**config.mk**
```make
export PLATFORM = sky130hd
export DESIGN_NAME = bcd_down_count
export DESIGN_NICKNAME = d
export VERILOG_FILES = /design/src/rtl/bcd_down_count.sv
export SDC_FILE = /design/constraint.sdc
export NUM_CORES = 1
export LEC_CHECK = 0
export BUFFER_PORTS_ARGS = -buffer_cell sky130_fd_sc_hd__buf_2
export CORE_MARGIN = 5
export CORE_UTILIZATION = 53
export DETAILED_ROUTE_END_ITERATION = 10
export PLACE_DENSITY = 0.82
export SLEW_MARGIN = 20
export SYNTH_ARGS = -nofsm -noshare
export SYNTH_HDL_FRONTEND = slang
export SYNTH_SLANG_ARGS = --single-unit
export TNS_END_PERCENT = 30
```
**constraint.sdc**
```tcl
create_clock -name clk_i -period 4.75 [get_ports clk_i]
set_clock_uncertainty 0.15 [all_clocks]
set_input_delay 0.7125 -clock clk_i [delete_from_list [all_inputs] [get_ports clk_i]]
set_output_delay 0.7125 -clock clk_i [all_outputs]
set_load 0.01 [all_outputs]
```
**src/rtl/bcd_down_count.sv**
```systemverilog
// Cascadable multi-digit BCD down counter with parallel load, wrap or one-shot mode.
// Latency: one clock from an enabling/loading edge to the new count, Borrow and Done.
// Backpressure: none; Enable is a per-cycle request and Borrow feeds the next stage's Enable.
module bcd_down_count #(
  parameter int DIGITS = 2
) (
  input  logic                  clk_i,
  input  logic                  rst_i,
  input  logic                  enable_i,
  input  logic                  load_i,
  input  logic [4*DIGITS-1:0]   load_value_i,
  input  logic                  one_shot_i,
  output logic [4*DIGITS-1:0]   count_o,
  output logic                  borrow_o,
  output logic                  zero_o,
  output logic                  done_o
);

  localparam int W = 4 * DIGITS;

  logic [W-1:0] count_q, count_d;
  logic         borrow_q, borrow_d;
  logic         done_q, done_d;

  logic [W-1:0] load_clamped;
  logic [W-1:0] count_dec;
  logic         is_zero;
  logic         is_one;
  logic         lower_zero;
  logic [3:0]   dig;

  assign is_zero = (count_q == '0);
  assign is_one  = (count_q == W'(1));

  // Per-digit clamp of the load value and BCD decrement with ripple borrow.
  always_comb begin
    load_clamped = '0;
    count_dec    = '0;
    lower_zero   = 1'b1;
    dig          = 4'd0;
    for (int n = 0; n < DIGITS; n++) begin
      dig = load_value_i[4*n +: 4];
      load_clamped[4*n +: 4] = (dig > 4'd9) ? 4'd9 : dig;
      dig = count_q[4*n +: 4];
      if (lower_zero) begin
        count_dec[4*n +: 4] = (dig == 4'd0) ? 4'd9 : (dig - 4'd1);
      end else begin
        count_dec[4*n +: 4] = dig;
      end
      lower_zero = lower_zero & (dig == 4'd0);
    end
  end

  // Next state: Load beats Enable beats hold; Borrow is a one-cycle wrap pulse.
  always_comb begin
    count_d  = count_q;
    borrow_d = 1'b0;
    done_d   = done_q;
    if (load_i) begin
      count_d = load_clamped;
      done_d  = 1'b0;
    end else if (enable_i) begin
      if (!is_zero) begin
        count_d = count_dec;
        if (is_one && one_shot_i) begin
          done_d = 1'b1;
        end
      end else if (!one_shot_i) begin
        count_d  = {DIGITS{4'h9}};
        borrow_d = 1'b1;
      end else begin
        done_d = 1'b1;
      end
    end
  end

  // State registers, cleared asynchronously by reset.
  always_ff @(posedge clk_i or posedge rst_i) begin
    if (rst_i) begin
      count_q  <= '0;
      borrow_q <= 1'b0;
      done_q   <= 1'b0;
    end else begin
      count_q  <= count_d;
      borrow_q <= borrow_d;
      done_q   <= done_d;
    end
  end

  assign count_o  = count_q;
  assign borrow_o = borrow_q;
  assign zero_o   = is_zero;
  assign done_o   = done_q;

endmodule
```
* Word level (Yosys, flattened, before mapping) *
Cells that the tools add are included.

word-level totals
  register bits = 10
  input port bits = 13
  output and inout bits = 11
  logic and storage cells = 39

cells by class
  add/subtract/negate cells = 2
  magnitude comparators = 2
  equality and inequality tests = 3
  multiplexer cells = 18
  reduce and logical (&&, ||, !) cells = 10

operators with widths
  cell                                                   count
  two-way mux 8 bit                                      4
  two-way mux 4 bit                                      5
  two-way mux 1 bit                                      9
  == test 8 x 1 -> 1 bit (second input constant)         1
  greater-than comparator 4 bit (second input constant)  2
  logical NOT 4 bit                                      2
  logical NOT 8 bit                                      1
  subtractor 4 x 1 -> 4 bit (second input constant)      2
  != test 3 bit (second input constant)                  2
  AND reduction 3 bit                                    2
  nonzero test 3 bit                                     2
  AND reduction 2 bit                                    1
  nonzero test 2 bit                                     1
  logical AND 1 bit                                      1

* Longest topological paths before layout *
  depth in word-level cells = 6
  mapped depth = 6
  mapped depth without buffers = 5

* Worst setup path before layout *
Ideal clock, no wire load.

  path type = flip-flop to output port
  start = register count_q[0] (netlist: count_o[0])
  end = output port zero_o
  data arrival time = 1.556 ns
  data required time = 3.888 ns
  slack = 2.331 ns
  cell stages (with the launch flop) = 6
  path buffers = 1
  cells stage by stage = dfrtp_1 inv_1 ha_1 or3b_1 buf_6 nor4b_4

between the ends
  word-level cells in the longest chain between the ends = 1

ends and longest elaborated chain
  what                    line  source
  start, declared         21    logic [W-1:0] count_q, count_d;
  start signal, assigned  84    count_q <= count_d;
  logical NOT 8 bit       32    assign is_zero = (count_q == '0);
  end, declared           15    output logic zero_o,

Every way passes these cells.

* Final worst setup path *
  start = register count_q[1] (netlist: count_o[1])
  end = output port zero_o

The elaborated chain is that of the path after synthesis.

==> flow_summary.yaml <==
status:
  result_of_the_run: "finished clean"
critical_path:
  path_class: "reg2out"
  critPathLaunch: "count_o[1]"
  critical-path-slowest-cell: "or3b_1"
  cpPeakStageDelay_ns: 0.50
  critPathCaptureType: "output pin"
  critical_path_cell_by_cell: "inv_1, ha_1, or3b_1, nor4b_4, buf_2"
  crit_cells: 5
  regToRegSetupSlack_ns: 2.68
  worst-endpoint-arrival_ns: 2.02
  crit_family: "simple AND/OR/NAND/NOR gates"
  worstPathMaxFanout: 6
  timing.reg2reg.worst_path_depth: 5
  critical_path_required_ns: 3.89
  rr_startpoint: "count_o[4]"
  critPathLaunchType: "flop"
  reg_to_reg_end: "count_o[5]"
  cp-endpoint: "zero_o"
  cp_num_buf_inv: 2
global_route:
  groute.layer.met1.usage_pct: 24.2
  global_route.peak_usage_layer: "met2"
  grt_util_all_layers_pct: 16.7
  wire_length_of_the_first_global_routing_pass_microns: 2760
  use_met3_pct: 2.21
  grt_pass1_vias: 602
  grt_antenna_before_repair: 0
  globalRouteMet2Util_pct: 24.7
  maximum_number_of_pins_on_one_net_before_global_route_repair: 24
  grt-ovfl-total: 0
route:
  route.detailed.drc: 0
  via_count: 677
  final_antenna_net_count: 0
  avgViaCountPerCell: 6.04
  detail_route.wl_per_cell_microns: 15.4
  detailedRoute.firstPassIterationCount: 4
  drt-initial-drc-count: 20
  drt-total-wl_microns: 1720
clock_tree:
  cts_setup_buffers: 0
  worst_skew_pair.late_latency_ns: 0.26
  cts_max_level: 1
  root_buffer_master: "clkbuf_4"
  cts.hold.buffers_added: 0
  tritoncts: "built"
  cts-resized-gates: 0
  cts-root-to-sink-buffers: 2
  cts_num_sinks: 10
  cts.clk_slew.worst_paths_ns: 0.07
  numCtsBuffers: 3
sta:
  hold-worst-slack_ns: 0.267
  tns_ns: 0
  transition_time_of_the_tightest_slew_check_pin_ns: 0.638
  final-max-slew-violation-count: 0
  report.final.hold_viol_count: 0
  timing.max_slew.rel_slack_pct: 57.3
  min_period_ns: 2.88
  grt_setup_unrepaired: "no"
  finalSetupViolations: 0
  min_period_over_period_pct: 60.7
  max_clock_freq_mhz: 347
finish:
  nFillCells: 97
  final_net_count: 117
  fraction_of_layout_instances_using_a_drive_strength_above_1_pct: 30.9
  layout_common_cells: "23 x buf_2, 10 x dfrtp_1, 9 x inv_1"
  final_common_cell: "buf_2"
  diodes: 0
  fin_cells: 112
  syn_to_final_growth_pct: 15.2
  finish.instance_area_sq_um: 891
synthesis:
  synth_async_sr_flop_share_pct: 100
  netlist_instances: 74
  count_of_flip_flops_with_a_built_in_enable_after_synthesis: 0
  synth.yosys.seq_area_share_pct: 32.4
  synth-main-ff-cell: "dfrtp_1"
  yosys_warnings: 0
  cell_area_after_synthesis_sq_um: 773
  synth_area_per_cell_sq_um: 10.4
  synth_seq_cells: 10
  synth_fp_nets: 92
  synth.distinct_cells: 38
place:
  dp_cells: 109
  io_buffer_count: 23
  place.detailed.hpwl_microns: 1320
  gp_congestion: 0.836
  standard_cell_area_after_detailed_placement_sq_um: 868
pwr:
  pwr_density_cell_nw_per_um2: 352
  ir_worst_vdd_uv: 202
  leakagePower_uw: 0.000421
min_path:
  worstHoldPathType: "in2async"
run:
  maxCapViolations: 0
die:
  core_region_area_sq_um: 1330
  die_y_microns: 48.2
  dieWidth_microns: 48.2
  io_pins: 24
  design.die.area_sq_um: 2320
  initial_core_util_pct: 58.0
  std_cell_rows: 13
## flip-flops by register name, indices dropped and copies added, names as in the netlist
name	flops
borrow_o	1
done_o	1
count_o	8
## synthesized netlist by cell type (2+ instances only)
cell | instances | share of area (%)
a21oi_1 | 2 | 1.3
clkbuf_8 | 2 | 3.6
dfrtp_1 | 10 | 32
ha_1 | 5 | 8.1
inv_1 | 9 | 4.4
mux2i_1 | 2 | 2.6
nand2b_1 | 3 | 2.4
nand3b_1 | 2 | 1.9
nor2b_1 | 3 | 2.4
nor3_1 | 2 | 1.3
nor3b_1 | 2 | 1.9
nor4b_4 | 2 | 6.1
o21a_1 | 2 | 1.9
o21ai_0 | 2 | 1.3
o32ai_1 | 2 | 2.3
o41ai_1 | 2 | 2.3
## worst reg2reg max path: stages, from the launching register on
cell     delay [ns]
dfrtp_1        0.41
inv_1          0.14
ha_1           0.22
nor3b_1        0.56
o32ai_1        0.15
mux2_1         0.32
## where the power goes
group / switching (uW) / internal (uW) / leakage [uW] / total, uW
registers: 28.5 / 102 / 0.000125 / 131
clock network: 28.6 / 29.2 / 0.0000138 / 57.8
logic: 65.6 / 58.9 / 0.000283 / 124
## cell families (layout without fill, tap and decap cells)
family	after synthesis	after routing	synth area share (%)
and+or+nand+nor	22	22	24.3
muxes	3	3	4.05
AOI/OAI and AO/OA	22	22	21.8
DFF	10	10	32.4
adders and majority gates	5	5	8.09
buffers and inverters	12	35	9.39
## per-layer routing
| layer | wire length (microns) | up-vias |
|---|---|---|
| met4 | 9 | 0 |
| met1 | 805 | 320 |
| met5 | 0 | - |
| met2 | 821 | 23 |
| met3 | 86 | 2 |
| li1 | - | 332 |
## cell type report
type / count / area (sq um) / area share, %
Tap cell: 15 / 18.8 / 2.11
Sequential cell: 10 / 250 / 28.1
Clock buffer: 3 / 22.5 / 2.53
Timing Repair Buffer: 23 / 115 / 12.9
Multi-Input combinational cell: 52 / 450 / 50.6
Inverter: 9 / 33.8 / 3.79
## metrics by stage
stage                     setup WS (ns)  total power [uW]  util, %
after floorplan                    2.33               214        -
after global placement             2.22               253     65.1
after detailed placement           2.15               256     65.1
after CTS                          1.86               314     66.8
after global routing               1.75               334     66.8
final                              1.87               313     66.8
## worst min path at each step
stage                 from         end
global placement    done_o      done_o
floorplan           done_o      done_o
CTS                  rst_i  count_o[5]
finish               rst_i  count_o[5]
detailed placement  done_o      done_o
global route         rst_i  count_o[5]
Note: power is estimated with default switching activity, not from simulation.
